--- src/rtl/sram_burst_ctrl_pkg.sv ---
// Shared types and default widths for the SRAM burst initiator.
package sram_burst_ctrl_pkg;

   localparam int DEF_DATA_WIDTH    = 8;
   localparam int DEF_ADDRESS_WIDTH = 8;
   localparam int DEF_LEN_WIDTH     = 4;

   typedef enum logic [1:0] {
      ST_IDLE    = 2'd0,
      ST_WRITE   = 2'd1,
      ST_RD_ADDR = 2'd2,
      ST_RD_HOLD = 2'd3
   } state_e;

endpackage

--- src/rtl/sram_burst_addr_cnt.sv ---
// Burst address incrementer and beats-remaining down-counter.
// last_o flags the final beat (no beats left after the current one).
module sram_burst_addr_cnt #(
   parameter int ADDRESS_WIDTH = 8,
   parameter int LEN_WIDTH     = 4
) (
   input  logic                     clk,
   input  logic                     rst_n,
   input  logic                     load_i,
   input  logic                     step_i,
   input  logic [ADDRESS_WIDTH-1:0] load_addr_i,
   input  logic [LEN_WIDTH-1:0]     load_len_i,
   output logic [ADDRESS_WIDTH-1:0] addr_o,
   output logic                     last_o
);

   localparam logic [ADDRESS_WIDTH-1:0] ADDR_ONE = ADDRESS_WIDTH'(1);
   localparam logic [LEN_WIDTH-1:0]     CNT_ONE  = LEN_WIDTH'(1);

   logic [ADDRESS_WIDTH-1:0] addr_q, addr_d;
   logic [LEN_WIDTH-1:0]     cnt_q, cnt_d;

   // Address wraps naturally modulo 2^ADDRESS_WIDTH.
   always_comb begin
      addr_d = addr_q;
      cnt_d  = cnt_q;
      if (load_i) begin
         addr_d = load_addr_i;
         cnt_d  = load_len_i;
      end else if (step_i) begin
         addr_d = addr_q + ADDR_ONE;
         cnt_d  = cnt_q - CNT_ONE;
      end
   end

   always_ff @(posedge clk) begin
      if (!rst_n) begin
         addr_q <= '0;
         cnt_q  <= '0;
      end else begin
         addr_q <= addr_d;
         cnt_q  <= cnt_d;
      end
   end

   assign addr_o = addr_q;
   assign last_o = (cnt_q == '0);

endmodule

--- src/rtl/sram_burst_ctrl.sv ---
// Burst read/write initiator for a single-port asynchronous-read SRAM.
//   state      | meaning
//   ST_IDLE    | cmd_ready high, waiting for a command
//   ST_WRITE   | streaming write beats, one RAM write per wr handshake
//   ST_RD_ADDR | address driven with cs/oe, dout captured at the edge
//   ST_RD_HOLD | read beat presented, RAM deselected until rd_ready
module sram_burst_ctrl
   import sram_burst_ctrl_pkg::*;
#(
   parameter int DATA_WIDTH    = DEF_DATA_WIDTH,
   parameter int ADDRESS_WIDTH = DEF_ADDRESS_WIDTH,
   parameter int LEN_WIDTH     = DEF_LEN_WIDTH
) (
   input  logic                     clk,
   input  logic                     rst_n,
   input  logic                     cmd_valid,
   output logic                     cmd_ready,
   input  logic                     cmd_write,
   input  logic [ADDRESS_WIDTH-1:0] cmd_addr,
   input  logic [LEN_WIDTH-1:0]     cmd_len,
   input  logic                     wr_valid,
   output logic                     wr_ready,
   input  logic [DATA_WIDTH-1:0]    wr_data,
   output logic                     rd_valid,
   input  logic                     rd_ready,
   output logic [DATA_WIDTH-1:0]    rd_data,
   output logic                     rd_last,
   output logic                     mem_cs,
   output logic                     mem_oe,
   output logic                     mem_we,
   output logic [ADDRESS_WIDTH-1:0] mem_address,
   output logic [DATA_WIDTH-1:0]    mem_din,
   input  logic [DATA_WIDTH-1:0]    mem_dout
);

   state_e                   state_q;
   logic [DATA_WIDTH-1:0]    rd_data_q;
   logic                     rd_last_q;
   logic [ADDRESS_WIDTH-1:0] burst_addr;
   logic                     burst_last;
   logic                     cmd_hs;
   logic                     wr_hs;
   logic                     rd_hs;
   logic                     step;

   assign cmd_hs = (state_q == ST_IDLE)    && cmd_valid;
   assign wr_hs  = (state_q == ST_WRITE)   && wr_valid;
   assign rd_hs  = (state_q == ST_RD_HOLD) && rd_ready;
   // The final read handshake leaves the address untouched; only non-last beats advance.
   assign step   = wr_hs || (rd_hs && !rd_last_q);

   sram_burst_addr_cnt #(
      .ADDRESS_WIDTH (ADDRESS_WIDTH),
      .LEN_WIDTH     (LEN_WIDTH)
   ) u_addr_cnt (
      .clk         (clk),
      .rst_n       (rst_n),
      .load_i      (cmd_hs),
      .step_i      (step),
      .load_addr_i (cmd_addr),
      .load_len_i  (cmd_len),
      .addr_o      (burst_addr),
      .last_o      (burst_last)
   );

   always_ff @(posedge clk) begin
      if (!rst_n) begin
         state_q   <= ST_IDLE;
         rd_data_q <= '0;
         rd_last_q <= 1'b0;
      end else begin
         unique case (state_q)
            ST_IDLE: begin
               if (cmd_valid) begin
                  state_q <= cmd_write ? ST_WRITE : ST_RD_ADDR;
               end
            end
            ST_WRITE: begin
               if (wr_valid && burst_last) begin
                  state_q <= ST_IDLE;
               end
            end
            ST_RD_ADDR: begin
               rd_data_q <= mem_dout;
               rd_last_q <= burst_last;
               state_q   <= ST_RD_HOLD;
            end
            ST_RD_HOLD: begin
               if (rd_ready) begin
                  state_q <= rd_last_q ? ST_IDLE : ST_RD_ADDR;
               end
            end
            default: state_q <= ST_IDLE;
         endcase
      end
   end

   // Pin decode: oe and we live in disjoint states, so they can never overlap.
   always_comb begin
      cmd_ready = 1'b0;
      wr_ready  = 1'b0;
      rd_valid  = 1'b0;
      mem_cs    = 1'b0;
      mem_oe    = 1'b0;
      mem_we    = 1'b0;
      mem_din   = '0;
      unique case (state_q)
         ST_IDLE: begin
            cmd_ready = 1'b1;
         end
         ST_WRITE: begin
            wr_ready = 1'b1;
            mem_cs   = 1'b1;
            mem_we   = wr_valid;
            mem_din  = wr_data;
         end
         ST_RD_ADDR: begin
            mem_cs = 1'b1;
            mem_oe = 1'b1;
         end
         ST_RD_HOLD: begin
            rd_valid = 1'b1;
         end
         default: begin
            cmd_ready = 1'b0;
         end
      endcase
   end

   assign mem_address = burst_addr;
   assign rd_data     = rd_data_q;
   assign rd_last     = rd_last_q;

endmodule

--- config.mk ---
export PLATFORM = sky130hd
export DESIGN_NAME = sram_burst_ctrl
export DESIGN_NICKNAME = d
export VERILOG_FILES = /design/src/rtl/sram_burst_ctrl_pkg.sv /design/src/rtl/sram_burst_addr_cnt.sv /design/src/rtl/sram_burst_ctrl.sv
export SDC_FILE = /design/constraint.sdc
export NUM_CORES = 1
export LEC_CHECK = 0
export ABC_AREA = 1
export CAP_MARGIN = 20
export CORE_MARGIN = 8
export CORE_UTILIZATION = 42
export CTS_BUF_LIST = sky130_fd_sc_hd__clkbuf_4 sky130_fd_sc_hd__clkbuf_8
export CTS_CLUSTER_SIZE = 12
export DETAILED_ROUTE_END_ITERATION = 12
export PLACE_DENSITY = 0.82
export SETUP_SLACK_MARGIN = 0.15
export SLEW_MARGIN = 20
export SYNTH_ARGS = -nofsm -noshare
export SYNTH_HDL_FRONTEND = slang
export SYNTH_SLANG_ARGS = --single-unit
--- constraint.sdc ---
create_clock -name clk -period 1.5 [get_ports clk]
set_input_delay 0.3 -clock clk [delete_from_list [all_inputs] [get_ports clk]]
set_output_delay 0.3 -clock clk [all_outputs]
set_load 0.005 [all_outputs]
==> results of run 1 <==
-- metrics by stage --
step,power [W],TNS [ns],hold slack (ns),instance area (um^2),setup WS (ns)
after detailed placement,0.00318,-2.18,0.475,2160,-0.231
final,0.00505,-0.910,0.490,2790,-0.105
after floorplan,0.00211,0,0.435,1370,0.163
after global routing,0.00527,-1.52,0.520,2790,-0.153
after CTS,0.00406,-0.193,0.493,2470,-0.0280
after global placement,0.00313,-1.85,0.469,2160,-0.216
-- per-layer routing --
| layer | up-vias | global-route usage | part of all wire |
|---|---|---|---|
| met1 | 931 | 0.224 | 0.36 |
| li1 | 852 | - | - |
| met4 | 0 | 0.0622 | 0.053 |
| met5 | - | 0 | 0 |
| met2 | 171 | 0.334 | 0.50 |
| met3 | 46 | 0.0330 | 0.089 |
-- state kept, by name, summed over array words and instances (netlist names) --
signal / flops
rd_data: 8
rd_last: 1
state_q: 2
u_addr_cnt.addr_o: 8
u_addr_cnt.cnt_q: 4
-- worst max path at each step --
stage / startpoint / endpoint / slack (ns) / cells after the start
after floorplan: state_q[1]$_SDFFE_PN0P_ / u_addr_cnt.addr_o[3]$_SDFFE_PN0P_ / 0.16 / 9
after global placement: wr_valid / mem_we / -0.22 / 4
after detailed placement: wr_valid / mem_we / -0.23 / 4
after CTS: state_q[1]$_SDFFE_PN0P_ / mem_din[4] / -0.03 / 6
after global routing: state_q[0]$_SDFFE_PN0P_ / mem_din[4] / -0.15 / 5
final: state_q[1]$_SDFFE_PN0P_ / mem_din[4] / -0.10 / 6
-- what timing repair did --
action / CTS / global route
setup endpoints to repair: 53 / 37
resized for setup: 139 / 89
pin swaps: 12 / 34
cloned: 3 / 0
endpoints found under the hold margin: 0 / 0
buffers inserted: 13 / 5
-- layout by cell type (no fill, tap or decap), types with 4 or more instances in the layout --
cell,synthesis,final
dlygate4sd2_1,0,17
dfxtp_2,0,11
clkbuf_4,0,4
o21ai_2,0,10
inv_2,7,13
nand2_2,2,11
clkdlybuf4s50_1,0,32
nand2_1,47,31
nor2_1,26,16
buf_6,3,22
inv_1,26,15
nand2_4,1,6
buf_2,2,5
o21ai_1,8,9
buf_4,0,18
a21oi_2,0,6
nor2_4,0,8
dfxtp_1,23,9
a21oi_1,11,5
nand3_1,12,11
ha_4,0,4
-- cell families after synthesis --
family                   synth area share
buffers and inverters               0.125
XOR/XNOR                           0.0192
flip-flops                          0.337
adder cells (fa/ha/maj)            0.0641
AO/OA/AOI/OAI                       0.141
AND/OR/NAND/NOR                     0.313
-- power breakdown --
group	internal, W	leakage [nW]	switching (W)
Clock	0.000122	0.0184	0.000194
Combinational	0.00177	1.09	0.00190
Sequential	0.000883	0.196	0.000185
Total	0.00278	1.30	0.00228
-- area by class of cell --
class                           instances  area share
Sequential cell                        23       0.174
Inverter                               33      0.0543
Timing Repair Buffer                   99       0.350
Multi-Input combinational cell        146       0.391
Tap cell                               44      0.0197
Clock buffer                            4      0.0108
-- worst register-to-register path, stage by stage, from the launching register on --
cell and delay (ns):
dfxtp_4 0.39, inv_4 0.05, ha_4 0.18, buf_12 0.14
nand2_4 0.06, buf_6 0.13, nand3_4 0.16, inv_8 0.14
o21ai_2 0.06, nor2_1 0.11, nor2_1 0.05
==> results_dict.tcl, run 1 <==
set metrics [dict create \
    status "complete, but fails checks" \
    violations "setup timing" \
    r2r-start "state_q[1]$_SDFFE_PN0P_" \
    skew_ns 0.0131 \
    multi_input_area_mm2 0.00109 \
    syn_area_mm2 0.00137 \
    worstPathArrival_ns 1.30 \
    syn_inst 206 \
    synth.most_common_cell "nand2_1" \
    synth-seq-cells 23 \
    area_growth_pct 104 \
    portBuffers 64 \
    die_h_um 73.0 \
    grt_remaining_overflow 0 \
    cts_buffer_depth 2 \
    clock_latency_ns 0.33 \
    first_pass_iters 5 \
    hpwl_mm 3.26 \
    synth.largest_area_cell "dfxtp_1" \
    routed_wl_mm 6.80 \
    maxSlewViolCount 0 \
    ff2ff_path_depth 10 \
    slowest_delay_ns 0.39 \
    row_count 20 \
    cp_max_fo 6 \
    hold_start "rd_data[4]$_SDFFE_PN0P_" \
    ant_nets 0 \
    route.vias.total 2000 \
    criticalPathCategory "reg -> out" \
    htreeDepth 1 \
    ys.warnings.count 0 \
    fillers 127 \
    max-cap-violations 0 \
    crit_chain "inv_4 -> ha_4 -> buf_12 -> nand2_1 -> inv_1 -> buf_2" \
    r2r-end "u_addr_cnt.addr_o[3]$_SDFFE_PN0P_" \
    nets 347 \
    fmax_mhz 623 \
    synth_area_leaders "dfxtp_1, nand2_1, inv_1" \
    worstPathRequired_ns 1.20 \
    regArea_um2 485 \
    grt_pass1_vias 1716 \
    hold_depth 2 \
    setup_violations 19 \
    async_reset_ff_frac 0 \
    synth_nets 247 \
    max_slew_margin 0.677 \
    grt_max_degree 20 \
    post_drt_wl_per_cell_um 19.5 \
    worstHoldPathType "reg -> reg" \
    finalCriticalPeriod_ns 1.60 \
    synth_ff_type "dfxtp_1" \
    initial_core_util 0.444 \
    numCtsBuffers 3 \
    die_x_um 73.0 \
    via_per_inst 5.73 \
    antenna_found_initial 0 \
    path_clk_slew_ns 0.12 \
    diodes 0 \
    setup_slack_ns -0.105 \
    startpoint_type "register" \
    ys_types 25 \
    min_to "rd_data[4]$_SDFFE_PN0P_" \
    grt_pass1_wl_mm 8.17 \
    seq_area_frac_synth 0.337 \
    finalHoldViolations 0 \
    ioPinCount 65 \
    syn_avg_cell_area_um2 6.63 \
    p_leak_nw 1.30 \
    cts_tree "built" \
    synthTopCellsByCount "nand2_1, inv_1, nor2_1" \
    critPathCaptureType "output pin" \
    path_buf_inv 4 \
    cts.sinks 23 \
    power.density_mw_per_mm2 1810 \
    drt_iter0_drc 174 \
    die-area_mm2 0.00533 \
    r2r_slack_ns -0.06 \
    drive_above_1_share 0.479 \
    synth_edf_count 0 \
    max-vdd-ir-drop_mv 1.24 \
    tightest_slew_ns 0.484 \
    cts_hold_buf 0 \
    cp_top_family "flip-flops" \
    finalNonFillerCells 349 \
    track_usage 0.190 \
    core-area_mm2 0.00308 \
    synth_top_area_frac 0.337 \
    rsz0062_at_grt "true" \
    slowest_stage "dfxtp_4" \
    gp_congestion 0.845 \
    root_buffer "clkbuf_4" \
    dp.cells 324 \
    drcViolationCount 0 \
    fin_crit_sh 1.07 \
    final_core_util 0.907 \
]
Note: power is estimated with default switching activity, not from simulation.
==> run 2: changes to the inputs <==
--- a/config.mk
+++ b/config.mk
@@ -7,7 +7,6 @@
 export LEC_CHECK = 0
 export ABC_AREA = 1
 export CAP_MARGIN = 20
-export CORE_MARGIN = 8
 export CORE_UTILIZATION = 42
 export CTS_BUF_LIST = sky130_fd_sc_hd__clkbuf_4 sky130_fd_sc_hd__clkbuf_8
 export CTS_CLUSTER_SIZE = 12
==> run 2 against run 1 <==
  * The run still ends with setup timing left
  * Global-route usage increased by 11 points
  * Sequential power is essentially flat
  * Final cell count fell by 0.29%
  * Clock-buffer cell count fell by 1
  * Via count about the same
  * Power up 2.0%
  * Flip-flop and latch count is the same
  * Die area is 35% lower
  * Clock skew down 0.0085 ns
  * Clock power up 6%
==> results_dict.tcl, run 2 (synthesis results as in run 1) <==
set metrics [dict create \
    final_area_mm2 0.00280 \
    core-area_mm2 0.00308 \
    worstPathRequired_ns 1.20 \
    max_slew_margin 0.789 \
    status "complete, but fails checks" \
    dp_slack_ns -0.220 \
    route.vias.total 2001 \
    min_to "rd_data[2]$_SDFFE_PN0P_" \
    rsz0062_at_grt "true" \
    worstPathArrival_ns 1.37 \
    crit_chain "inv_2 -> buf_6 -> buf_6 -> ha_4 -> buf_6" \
    grt_remaining_overflow 0 \
    grt_max_degree 15 \
    cpMostUsedCell "buf_6" \
    power.density_mw_per_mm2 1840 \
    portBuffers 64 \
    dpl_cell_area_mm2 0.00215 \
    numCtsBuffers 3 \
    finalCriticalPeriod_ns 1.67 \
    startpoint_type "register" \
    ant_nets 0 \
    root_buffer "clkbuf_4" \
    p_leak_nw 1.33 \
    routed_wl_mm 6.93 \
    hpwl_mm 2.81 \
    ff2ff_path_depth 10 \
    max-vdd-ir-drop_mv 1.55 \
    violations "setup timing" \
    grt_pass1_wl_mm 7.91 \
    first_pass_iters 5 \
    die_h_um 59.0 \
    via_per_inst 5.75 \
    diodes 0 \
    layout_common_cells "clkdlybuf4s50_1, nand2_1, buf_6" \
    nets 346 \
    maxSlewViolCount 0 \
    grt_pass1_vias 1757 \
    fmax_mhz 600 \
    gp_congestion 0.785 \
    hold_start "rd_data[2]$_SDFFE_PN0P_" \
    clock_latency_ns 0.35 \
    setup_violations 24 \
    htreeDepth 1 \
    hold_depth 2 \
    cp_top_family "buffers and inverters" \
    criticalPathCategory "reg -> out" \
    cts_tree "built" \
    max-cap-violations 0 \
    post_drt_wl_per_cell_um 19.9 \
    row_count 20 \
    slowest_stage "dfxtp_2" \
    ioPinCount 65 \
    r2r_slack_ns -0.15 \
    critPathCaptureType "output pin" \
    initial_core_util 0.444 \
    holdWs_ns 0.500 \
    fin_crit_sh 1.11 \
    tightest_slew_ns 0.314 \
    path_clk_slew_ns 0.14 \
    skew_ns 0.00466 \
    path_buf_inv 4 \
    drt_iter0_drc 196 \
    drive_above_1_share 0.480 \
    die_x_um 59.0 \
    layout_commonest_cell "clkdlybuf4s50_1" \
    cp_max_fo 2 \
    slowest_delay_ns 0.38 \
    r2r-start "state_q[1]$_SDFFE_PN0P_" \
    track_usage 0.303 \
    drcViolationCount 0 \
    setup_slack_ns -0.167 \
    area_growth_pct 105 \
    worstHoldPathType "reg -> reg" \
    antenna_found_initial 0 \
    cts.sinks 23 \
    cts_buffer_depth 2 \
    r2r-end "u_addr_cnt.addr_o[3]$_SDFFE_PN0P_" \
    die-area_mm2 0.00349 \
    finalHoldViolations 0 \
]
==> run 2: stage by stage <==
| stage | util | total power [W] | instances | TNS, ns |
|---|---|---|---|---|
| 6_report | 0.909 | 0.00515 | 348 | -2.49 |
| 5_1_grt | 0.909 | 0.00538 | 348 | -3.40 |
| 3_5_place_dp | 0.698 | 0.00315 | 324 | -2.34 |
| 3_3_place_gp | 0.698 | 0.00309 | 324 | -1.84 |
| 2_1_floorplan | - | 0.00211 | 206 | 0 |
| 4_1_cts | 0.831 | 0.00424 | 346 | -0.337 |
==> run 2: report_power, final <==
group / switching, W / leakage [nW] / internal [W]
Combinational: 0.00190 / 1.12 / 0.00184
Sequential: 0.000197 / 0.197 / 0.000885
Clock: 0.000232 / 0.0139 / 0.000103
==> run 2: how the worst max path moves through the flow <==
stage / slack (ns) / cells past startpoint / from / endpoint
global placement: -0.20 / 4 / wr_valid / mem_we
global route: -0.24 / 7 / u_addr_cnt.cnt_q[1]$_SDFFE_PN0P_ / state_q[0]$_SDFFE_PN0P_
CTS: -0.07 / 5 / state_q[1]$_SDFFE_PN0P_ / mem_cs
floorplan: 0.16 / 9 / state_q[1]$_SDFFE_PN0P_ / u_addr_cnt.addr_o[3]$_SDFFE_PN0P_
detailed placement: -0.22 / 4 / wr_valid / mem_we
finish: -0.17 / 5 / state_q[1]$_SDFFE_PN0P_ / mem_cs
==> run 2: layer usage <==
| metal | vias to the layer above | wire [um] | GRT usage |
|---|---|---|---|
| li1 | 845 | - | - |
| met1 | 903 | 2330 | 0.336 |
| met2 | 185 | 3470 | 0.558 |
| met3 | 68 | 682 | 0.0655 |
| met4 | 0 | 451 | 0.122 |
| met5 | - | 0 | 0 |
==> run 2: final cells by class <==
class	count	area, um^2
Sequential cell	23	487
Inverter	33	151
Clock buffer	3	22.5
Fill cell	125	280
Multi-Input combinational cell	145	1060
Clock inverter	1	7.51
Timing Repair Buffer	99	1020
Tap cell	44	55.1
==> run 2: worst reg2reg max path, delay by kind of cell (launching register included) <==
family,cells,cell delay [ns]
buf+inv,4,0.51
simple gates,4,0.42
flops,1,0.38
compound gates,1,0.06
fa+ha+maj,1,0.18
==> run 2: repair_timing <==
item	CTS	global route
cloned	2	1
buffers inserted	16	1
gates resized for setup	172	57
pin swaps	19	22
setup endpoints to repair	53	37
hold buffers	0	0
